## config.mk

```make
export PLATFORM = sky130hd
export DESIGN_NAME = tcp_vlg_ka_mc
export DESIGN_NICKNAME = d
export VERILOG_FILES = /design/src/rtl/tcp_vlg_ka_mc.sv
export SDC_FILE = /design/constraint.sdc
export NUM_CORES = 1
export LEC_CHECK = 0
export CAP_MARGIN = 25
export CORE_UTILIZATION = 35
export DETAILED_ROUTE_END_ITERATION = 8
export PLACE_DENSITY_LB_ADDON = 0.12
export SLEW_MARGIN = 0
export SYNTH_ARGS = -nofsm -noshare
export SYNTH_HDL_FRONTEND = slang
export SYNTH_SLANG_ARGS = --single-unit
```

## constraint.sdc

```tcl
create_clock -name clk -period 6.3 [get_ports clk]
set_clock_uncertainty 0.1 [all_clocks]
set_input_delay 1.89 -clock clk [delete_from_list [all_inputs] [get_ports clk]]
set_output_delay 1.89 -clock clk [all_outputs]
set_load 0.02 [all_outputs]
```

## src/rtl/tcp_vlg_ka_mc.sv

```systemverilog
// Multi-channel TCP keep-alive supervisor: per-channel idle/probe FSMs, round-robin probe arbiter.
// Optional feature macro TCP_KA_STATS_EN adds the saturating ka_probes accepted-probe counter.
module tcp_vlg_ka_mc #(
  parameter int CHANNELS       = 4,
  parameter int IDLE_TICKS     = 600000000,
  parameter int INTERVAL_TICKS = 125000000,
  parameter int TRIES          = 5,
  localparam int CH_W          = (CHANNELS > 1) ? $clog2(CHANNELS) : 1
) (
  input  logic                clk,
  input  logic                rst_n,
  input  logic [CHANNELS-1:0] connected,
  input  logic [CHANNELS-1:0] ka_en,
  input  logic                rx_val,
  input  logic [CH_W-1:0]     rx_ch,
  output logic                ka_req,
  output logic [CH_W-1:0]     ka_ch,
  input  logic                ka_ack,
`ifdef TCP_KA_STATS_EN
  output logic [15:0]         ka_probes,
`endif
  output logic [CHANNELS-1:0] dcn
);

  localparam int TMR_MAX = (IDLE_TICKS > INTERVAL_TICKS) ? IDLE_TICKS : INTERVAL_TICKS;
  localparam int TMR_W   = $clog2(TMR_MAX);
  localparam int TR_W    = $clog2(TRIES + 1);

  localparam logic [TMR_W-1:0] IDLE_LAST = TMR_W'(IDLE_TICKS - 1);
  localparam logic [TMR_W-1:0] INTV_LAST = TMR_W'(INTERVAL_TICKS - 1);
  localparam logic [TR_W-1:0]  TRIES_MAX = TR_W'(TRIES);

  typedef enum logic [2:0] {ST_OFF, ST_IDLE, ST_PEND, ST_WAIT, ST_DCN} state_t;

  state_t             state_q [CHANNELS];
  state_t             state_d [CHANNELS];
  logic [TMR_W-1:0]   timer_q [CHANNELS];
  logic [TMR_W-1:0]   timer_d [CHANNELS];
  logic [TR_W-1:0]    tries_q [CHANNELS];
  logic [TR_W-1:0]    tries_d [CHANNELS];

  logic [CHANNELS-1:0]   rx_hit;
  logic [CHANNELS-1:0]   acc_hit;
  logic [CHANNELS-1:0]   pend;
  logic                  accept;
  logic [CH_W-1:0]       ptr_q;
  logic [2*CHANNELS-1:0] pend_rot;
  logic                  pick_vld;
  logic [CH_W-1:0]       pick_ch;

  assign accept = ka_req && ka_ack;

  always_comb begin
    rx_hit  = '0;
    acc_hit = '0;
    for (int c = 0; c < CHANNELS; c++) begin
      rx_hit[c]  = rx_val && (rx_ch == CH_W'(c));
      acc_hit[c] = accept && (ka_ch == CH_W'(c));
    end
  end

  always_ff @(posedge clk or negedge rst_n) begin
    if (!rst_n) begin
      for (int c = 0; c < CHANNELS; c++) begin
        state_q[c] <= ST_OFF;
        timer_q[c] <= '0;
        tries_q[c] <= '0;
      end
    end else begin
      for (int c = 0; c < CHANNELS; c++) begin
        state_q[c] <= state_d[c];
        timer_q[c] <= timer_d[c];
        tries_q[c] <= tries_d[c];
      end
    end
  end

  // Priority per channel: OFF condition, then RX hit, then grant/expiry.
  always_comb begin
    for (int c = 0; c < CHANNELS; c++) begin
      state_d[c] = state_q[c];
      timer_d[c] = timer_q[c];
      tries_d[c] = tries_q[c];
      if (!(connected[c] && ka_en[c])) begin
        state_d[c] = ST_OFF;
        timer_d[c] = '0;
        tries_d[c] = '0;
      end else begin
        case (state_q[c])
          ST_OFF: begin
            state_d[c] = ST_IDLE;
            timer_d[c] = '0;
            tries_d[c] = '0;
          end
          ST_IDLE: begin
            if (rx_hit[c]) begin
              timer_d[c] = '0;
            end else if (timer_q[c] == IDLE_LAST) begin
              state_d[c] = ST_PEND;
              timer_d[c] = '0;
              tries_d[c] = '0;
            end else begin
              timer_d[c] = timer_q[c] + 1'b1;
            end
          end
          ST_PEND: begin
            if (rx_hit[c]) begin
              state_d[c] = ST_IDLE;
              timer_d[c] = '0;
              tries_d[c] = '0;
            end else if (acc_hit[c]) begin
              state_d[c] = ST_WAIT;
              timer_d[c] = '0;
              tries_d[c] = tries_q[c] + 1'b1;
            end
          end
          ST_WAIT: begin
            if (rx_hit[c]) begin
              state_d[c] = ST_IDLE;
              timer_d[c] = '0;
              tries_d[c] = '0;
            end else if (timer_q[c] == INTV_LAST) begin
              state_d[c] = (tries_q[c] == TRIES_MAX) ? ST_DCN : ST_PEND;
              timer_d[c] = '0;
            end else begin
              timer_d[c] = timer_q[c] + 1'b1;
            end
          end
          ST_DCN: begin
            state_d[c] = ST_DCN;
          end
          default: begin
            state_d[c] = ST_OFF;
            timer_d[c] = '0;
            tries_d[c] = '0;
          end
        endcase
      end
    end
  end

  always_comb begin
    dcn  = '0;
    pend = '0;
    for (int c = 0; c < CHANNELS; c++) begin
      dcn[c]  = (state_q[c] == ST_DCN);
      pend[c] = (state_q[c] == ST_PEND);
    end
  end

  // Rotate pending vector so bit 0 is the current priority holder.
  assign pend_rot = {pend, pend} >> ptr_q;

  always_comb begin
    pick_vld = 1'b0;
    pick_ch  = '0;
    for (int i = CHANNELS - 1; i >= 0; i--) begin
      if (pend_rot[i]) begin
        pick_vld = 1'b1;
        pick_ch  = CH_W'((int'(ptr_q) + i) % CHANNELS);
      end
    end
  end

  // A raised request is held untouched until acknowledged, even if its channel left PEND.
  always_ff @(posedge clk or negedge rst_n) begin
    if (!rst_n) begin
      ka_req <= 1'b0;
      ka_ch  <= '0;
      ptr_q  <= '0;
    end else if (ka_req) begin
      if (ka_ack) begin
        ka_req <= 1'b0;
        ptr_q  <= (ka_ch == CH_W'(CHANNELS - 1)) ? '0 : ka_ch + 1'b1;
      end
    end else if (pick_vld) begin
      ka_req <= 1'b1;
      ka_ch  <= pick_ch;
    end
  end

`ifdef TCP_KA_STATS_EN
  always_ff @(posedge clk or negedge rst_n) begin
    if (!rst_n) begin
      ka_probes <= '0;
    end else if (accept && (ka_probes != 16'hFFFF)) begin
      ka_probes <= ka_probes + 1'b1;
    end
  end
`endif

endmodule

```

==> results of run 1 <==
Yosys cell counts (all sizes together), types with 18 or more instances:
| library cell | n | area share |
|---|---|---|
| a21oi | 29 | 0.016 |
| a31oi | 20 | 0.014 |
| and3 | 41 | 0.029 |
| clkbuf | 32 | 0.013 |
| dfrtp | 149 | 0.41 |
| inv | 23 | 0.0096 |
| nand2 | 103 | 0.043 |
| nand3 | 92 | 0.051 |
| nand4 | 50 | 0.035 |
| nor2 | 87 | 0.037 |
| nor3 | 30 | 0.017 |
| nor4 | 25 | 0.017 |
| o21ai | 41 | 0.023 |
| o31ai | 18 | 0.016 |
| or3 | 20 | 0.014 |
| xor2 | 23 | 0.022 |
routing by layer:
layer | GRT usage | part of all wire | vias to the layer above
li1 | - | - | 3877
met1 | 0.260 | 0.49 | 3840
met2 | 0.302 | 0.47 | 104
met3 | 0.0336 | 0.031 | 14
met4 | 0.0446 | 0.0086 | 0
met5 | 0 | 0 | -
worst register-to-register path, delay by kind of cell (launching register included):
| kind | cells | cell delay [ps] |
|---|---|---|
| and+or+nand+nor | 2 | 1180 |
| AOI/OAI and AO/OA | 4 | 1470 |
| DFF | 1 | 460 |
per-stage QoR:
step                hold WS [ps]  area [sq um]  power, W  cells
floorplan                    366          9000   0.00107   1028
finish                       410         10100   0.00217   1370
CTS                          414         10100   0.00220   1369
global route                 436         10100   0.00226   1370
global placement             386          9470   0.00114   1337
detailed placement           404          9470   0.00114   1337
final cells by class:
| cell class | instances | area (sq um) |
|---|---|---|
| tap | 330 | 413 |
| inverter | 23 | 86.3 |
| clock buffer | 19 | 443 |
| multi-input combinational | 810 | 5000 |
| timing repair buffer | 26 | 254 |
| clock inverter | 13 | 148 |
| sequential | 149 | 3730 |
| fill | 2491 | 15100 |
sequential cells by signal, summed over array words and instances, names as in the netlist:
name,cells
timer_q,120
ka_ch,2
ka_req,1
ptr_q,2
state_q,12
tries_q,12
report_power, final:
part | switching [W] | internal, W
Combinational | 0.0000744 | 0.0000436
Clock | 0.000447 | 0.000601
Sequential | 0.0000268 | 0.000974
cells by family after synthesis:
kind of cell,count (synthesis),share of synthesized area
compound gates,198,0.153
xor+xnor,38,0.0370
fa+ha+maj,16,0.0222
buf+inv,69,0.0313
flops,149,0.414
mux,6,0.00709
simple gates,552,0.335
how the worst min path moves through the flow:
stage                 end  startpoint  depth (start not counted)  slack (ps)
4_1_cts        tries_q[8]  tries_q[8]                          1         410
3_5_place_dp   tries_q[8]  tries_q[8]                          1         400
5_1_grt        tries_q[7]  tries_q[7]                          2         440
2_1_floorplan  tries_q[2]  tries_q[2]                          1         370
3_3_place_gp   tries_q[1]  tries_q[1]                          2         390
6_report       tries_q[5]  tries_q[5]                          1         410
==> flow_summary.json, run 1 <==
{
  "setup_viol_count_final": 0,
  "vias": 7835,
  "hpwl_microns": 15800,
  "p_leak_nw": 3.97,
  "hold_buffers": 0,
  "start_util": 0.357,
  "pre_cts_ws_ps": 1410,
  "syn_inst": 1028,
  "grt_util_all_layers": 0.188,
  "worstPathArrival_ps": 4540,
  "layout_commonest_cell": "dfrtp_1",
  "reg2reg_slack_ps": 2990,
  "fmax_ghz": 0.230,
  "seq_area_frac_synth": 0.414,
  "r2r_end": "timer_q[28]",
  "grt_pass1_wl_microns": 40000,
  "dieArea_sq_um": 26400,
  "first_global_vias": 7668,
  "area_growth_pct": 11.9,
  "rsz0062_at_grt": "false",
  "diodes": 0,
  "synth.avg_cell_area_sq_um": 8.75,
  "drive_gt1_frac": 0.0654,
  "design.core.area_sq_um": 25200,
  "cts_tree": "built",
  "drt-pass1-iter-count": 5,
  "worstPathCellList": "clkdlybuf4s50_1, nor3b_1, nor4_1, nor4_1, nand3_1, xor2_1, nor2_1",
  "crit_path_start": "rx_val",
  "synth_fp_nets": 1058,
  "clk_pin_slew_ps": 70,
  "finalSetupTns_ps": 0,
  "final_cell_mix": "dfrtp_1 (149), nand2_1 (103), nand3_1 (92)",
  "ir_drop_mv": 0.140,
  "endpoint": "timer_q[105]",
  "cp_data_required_time_ps": 6490,
  "min_period_ps": 4350,
  "worst_setup_path_start_kind": "input pin",
  "wl_microns": 23400,
  "numCtsBuffers": 17,
  "dieHeight_microns": 162,
  "path_buf_inv": 1,
  "clock_sinks": 149,
  "hold_class": "reg -> reg",
  "fp.dieW_microns": 162,
  "ys_ff_latch": 149,
  "synth-edff-count": 0,
  "tightest_slew_ps": 1050,
  "via_per_inst": 5.72,
  "critPathMaxFanout": 6,
  "synth.distinct_cells": 67,
  "crit_slowest_cell": "nor4_1",
  "dr.first_iter.drc_count": 626,
  "crit_top_cell": "nor4_1",
  "hold_violations": 0,
  "root_buffer": "clkbuf_16",
  "avgRoutedWirePerCell_microns": 17.1,
  "slew_headroom": 0.295,
  "worstSetupEndpointType": "flop",
  "ios": 21,
  "fin_crit_sh": 0.691,
  "crit_family": "simple AND/OR/NAND/NOR gates",
  "power_density_nw_per_um2": 215,
  "drcViolationCount": 0,
  "nets": 1057,
  "cts_resized": 0,
  "critPathMaxStageDelay_ps": 930,
  "clockBufferDepth": 2,
  "post-route-util": 0.400,
  "async_flop_share": 1.00,
  "drtAntennaViolNets": 0,
  "max_cap_violations": 0,
  "fp-row-count": 58,
  "grt_max_degree": 80,
  "antenna_found_initial": 0,
  "critical_path_class": "in -> reg",
  "outcome": "complete, no violations",
  "routabilityCongestion": 0.828,
  "finalMaxSlewViolations": 0,
  "cts_max_level": 4,
  "ys.flop_type": "dfrtp_1",
  "syn_area_sq_um": 9000,
  "ff2ff_path_depth": 6,
  "io_buffers": 20,
  "post-cts-setup-buffer-count": 0,
  "crit_cells": 7,
  "reg2reg_from": "timer_q[7]",
  "yosysWarnings": 0,
  "grt_overflow": 0,
  "setup_ws_ps": 1950,
  "insertion_delay_ps": 430
}
No activity file was read; power rests on OpenSTA's default activity.
==> run 2: changes to the inputs <==
==> constraint.sdc (replaced) <==
create_clock -name clk -period 4.4 [get_ports clk]
set_clock_uncertainty 0.1 [all_clocks]
set_input_delay 1.32 -clock clk [delete_from_list [all_inputs] [get_ports clk]]
set_output_delay 1.32 -clock clk [all_outputs]
set_load 0.02 [all_outputs]
==> flow_summary.json, run 2 (same netlist as run 1, synthesis figures left out) <==
{
  "grt_util_all_layers": 0.186,
  "vias": 7885,
  "drtAntennaViolNets": 0,
  "cts_tree": "built",
  "wl_microns": 23400,
  "hold_violations": 0,
  "avgRoutedWirePerCell_microns": 16.9,
  "endpoint": "dcn[3]",
  "numCtsBuffers": 17,
  "tightest_slew_ps": 770,
  "insertion_delay_ps": 430,
  "layout_commonest_cell": "dfrtp_1",
  "io_buffers": 20,
  "cp_data_required_time_ps": 2980,
  "crit_family": "buffers and inverters",
  "seq_area_sq_um": 3730,
  "outcome": "complete, no violations",
  "hold_buffers": 0,
  "reg2reg_slack_ps": 1050,
  "area_growth_pct": 13.2,
  "critPathMaxStageDelay_ps": 710,
  "hpwl_microns": 16000,
  "reg2reg_from": "timer_q[7]",
  "min_period_ps": 3530,
  "cts_resized": 0,
  "max_cap_violations": 0,
  "largest_reg_flops": 120,
  "worst_setup_path_start_kind": "flop",
  "setup_viol_count_final": 0,
  "rsz0062_at_grt": "false",
  "crit_path_start": "state_q[1]",
  "first_global_vias": 7465,
  "antenna_found_initial": 0,
  "ios": 21,
  "r2r_end": "timer_q[4]",
  "p_leak_nw": 4.06,
  "multi_input_area_sq_um": 5000,
  "crit_cells": 2,
  "ir_drop_mv": 0.194,
  "crit_slowest_cell": "clkdlybuf4s50_1",
  "clockBufferDepth": 2,
  "power_density_nw_per_um2": 302,
  "slew_headroom": 0.486,
  "hold_class": "reg -> reg",
  "post-cts-setup-buffer-count": 0,
  "clk_pin_slew_ps": 60,
  "design.core.area_sq_um": 25200,
  "finalMaxSlewViolations": 0,
  "nets": 1073,
  "path_buf_inv": 1,
  "fp.dieW_microns": 162,
  "drcViolationCount": 0,
  "worstPathCellList": "nor3b_1, clkdlybuf4s50_1",
  "routabilityCongestion": 0.847,
  "drive_gt1_frac": 0.0767,
  "ff2ff_path_depth": 8,
  "top_register": "timer_q",
  "grt_max_degree": 71,
  "fin_crit_sh": 0.802,
  "fillers": 2515,
  "critPathMaxFanout": 12,
  "cts_max_level": 4,
  "diodes": 0,
  "drt-pass1-iter-count": 5,
  "via_per_inst": 5.69,
  "post-route-util": 0.404,
  "fp-row-count": 58,
  "start_util": 0.357,
  "dr.first_iter.drc_count": 541,
  "fmax_ghz": 0.283,
  "root_buffer": "clkbuf_16",
  "finalSetupTns_ps": 0,
  "critical_path_class": "reg -> out",
  "grt_overflow": 0,
  "dieHeight_microns": 162,
  "grt_pass1_wl_microns": 39300,
  "final_cell_mix": "dfrtp_1 (149), nand2_1 (103), nand3_1 (92)",
  "clock_sinks": 149,
  "worstSetupEndpointType": "output port",
  "top_regs": "timer_q x120, state_q x12, tries_q x12",
  "dieArea_sq_um": 26400,
  "worstPathArrival_ps": 2110
}
run 2: changes by cell type in the layout (fill, tap and decap cells not counted):
cell	previous run	this run
buf_12	0	1
buf_4	5	21
buf_8	1	0
clkbuf_1	1	3
clkinv_2	1	2
clkinv_4	1	5
clkinvlp_4	4	2
inv_6	5	0
o21ai_1	2	3
o21ai_2	2	1
run 2: how the worst min path moves through the flow:
stage	from	to	cells after the start
after floorplan	tries_q[2]	tries_q[2]	1
after global placement	tries_q[8]	tries_q[8]	1
after detailed placement	tries_q[8]	tries_q[8]	1
after CTS	tries_q[8]	tries_q[8]	1
after global routing	timer_q[15]	timer_q[15]	1
final	tries_q[5]	tries_q[5]	1
run 2: through the flow:
stage	cell area, sq um	total power, W	hold WS (ps)	instances	setup slack (ps)
6_report	10200	0.00308	414	1386	869
5_1_grt	10200	0.00320	438	1386	756
4_1_cts	10200	0.00312	419	1386	798
3_5_place_dp	9600	0.00164	397	1354	449
3_3_place_gp	9600	0.00164	402	1354	491
2_1_floorplan	9000	0.00153	366	1028	1170
run 2: area by class of cell:
cell class,count,share of cell area
inverters,23,0.00848
well taps,330,0.0405
multi-input cells,810,0.491
clock inverters,11,0.0127
flip-flops and latches,149,0.366
clock buffers,21,0.0442
repair buffers,42,0.0372
run 2: metal layers:
layer  share of wire  GRT usage  vias to the layer above
met4          0.0094     0.0416                        0
met3           0.036     0.0354                       16
met5               0          0                        -
met1            0.49      0.261                     3811
met2            0.46      0.294                      130
li1                -          -                     3928
run 2: report_power, final:
part	leakage, nW	internal, W	switching (W)
Sequential	2.07	0.00139	0.0000387
Combinational	1.71	0.0000663	0.000108
Clock	0.277	0.000853	0.000619
==> run 3: changes to the inputs <==
==> constraint.sdc (replaced) <==
create_clock -name clk -period 3.6 [get_ports clk]
set_clock_uncertainty 0.1 [all_clocks]
set_input_delay 1.08 -clock clk [delete_from_list [all_inputs] [get_ports clk]]
set_output_delay 1.08 -clock clk [all_outputs]
set_load 0.02 [all_outputs]
==> flow_summary.json, run 3 (same netlist as run 1, synthesis figures left out) <==
{
  "hold_buffers": 0,
  "hold_violations": 0,
  "crit_slowest_cell": "clkdlybuf4s50_1",
  "insertion_delay_ps": 430,
  "ios": 21,
  "max_cap_violations": 0,
  "dr.first_iter.drc_count": 577,
  "design.core.area_sq_um": 25200,
  "worstPathCellList": "nor3b_1, clkdlybuf4s50_1",
  "power_density_nw_per_um2": 385,
  "grt_util_all_layers": 0.186,
  "setup_viol_count_final": 0,
  "dieArea_sq_um": 26400,
  "cts_max_level": 4,
  "worstSetupEndpointType": "output port",
  "worstPathArrival_ps": 2060,
  "drt-pass1-iter-count": 5,
  "cts_tree": "built",
  "drcViolationCount": 0,
  "area_growth_pct": 17.1,
  "critical_path_class": "reg -> out",
  "drtAntennaViolNets": 0,
  "largest_reg_flops": 120,
  "fin_crit_sh": 0.901,
  "hold_class": "reg -> reg",
  "start_util": 0.357,
  "routabilityCongestion": 0.828,
  "top_regs": "timer_q x120, state_q x12, tries_q x12",
  "stdcell_area_sq_um": 10500,
  "grt_pass1_wl_microns": 39500,
  "grt_overflow": 0,
  "drive_gt1_frac": 0.0999,
  "fp-row-count": 58,
  "worst_setup_path_start_kind": "flop",
  "dieHeight_microns": 162,
  "ir_drop_mv": 0.269,
  "hpwl_microns": 16600,
  "post-cts-setup-buffer-count": 0,
  "total_power_w": 0.00406,
  "numCtsBuffers": 17,
  "wl_microns": 23400,
  "final_cell_mix": "dfrtp_1 (149), nand2_1 (103), nand3_1 (92)",
  "slew_headroom": 0.476,
  "cts_resized": 0,
  "top_register": "timer_q",
  "fmax_ghz": 0.308,
  "nets": 1098,
  "layout_commonest_cell": "dfrtp_1",
  "outcome": "complete, no violations",
  "io_buffers": 20,
  "fp.dieW_microns": 162,
  "finalSetupTns_ps": 0,
  "clockBufferDepth": 2,
  "grt_max_degree": 59,
  "finalMaxSlewViolations": 0,
  "clock_sinks": 149,
  "critPathMaxStageDelay_ps": 700,
  "cp_data_required_time_ps": 2420,
  "clk_pin_slew_ps": 60,
  "via_per_inst": 5.69,
  "critPathMaxFanout": 7,
  "rsz0062_at_grt": "false",
  "antenna_found_initial": 0,
  "avgRoutedWirePerCell_microns": 16.6,
  "p_leak_nw": 4.24,
  "min_period_ps": 3240,
  "first_global_vias": 7655,
  "placed_cell_area_sq_um": 9850,
  "root_buffer": "clkbuf_16",
  "vias": 8032,
  "tightest_slew_ps": 778,
  "diodes": 0
}
==> run 3: final cells by class <==
| class | count | area [sq um] |
|---|---|---|
| clock buffers | 20 | 457 |
| clock inverters | 12 | 225 |
| fillers | 2487 | 14600 |
| inverters | 23 | 86.3 |
| multi-input cells | 810 | 5000 |
| flip-flops and latches | 149 | 3730 |
| well taps | 330 | 413 |
| repair buffers | 67 | 629 |
==> run 3: critical path, delay by kind of cell (launching register included) <==
kind,cells,cell delay (ps)
flip-flops,1,460
buffers and inverters,1,700
AND/OR/NAND/NOR,1,480
==> run 3: final timing paths <==
check                       startpoint           to  slack, ps  cells past startpoint
setup / recovery            state_q[3]       dcn[2]        360                      2
min in group asynchronous        rst_n  timer_q[52]        470                      1
hold / removal              tries_q[2]   tries_q[2]        400                      1
setup reg to reg           timer_q[78]  timer_q[87]        590                      7
max in group asynchronous        rst_n  timer_q[23]       2240                      2
hold reg to reg             tries_q[2]   tries_q[2]        400                      1
==> run 3: power by group <==
part	internal, W	switching, W	leakage [nW]
Sequential	0.00170	0.0000484	2.07
Combinational	0.0000930	0.000133	1.85
Clock	0.00134	0.000741	0.322
Total	0.00314	0.000923	4.24
==> run 3: metal layers <==
metal	vias up	part of all wire	global-route usage
met1	3919	0.50	0.261
met3	15	0.031	0.0285
met2	126	0.46	0.298
li1	3972	-	-
met5	-	0	0
met4	0	0.0087	0.0446
==> run 3: metrics by stage <==
step	setup WS, ps	hold WS [ps]	util	cells
final	358	404	0.418	1411
after global routing	307	423	0.418	1411
after CTS	369	412	0.418	1411
after detailed placement	63.3	403	0.391	1379
after global placement	94.7	397	0.391	1379
after floorplan	606	366	-	1028
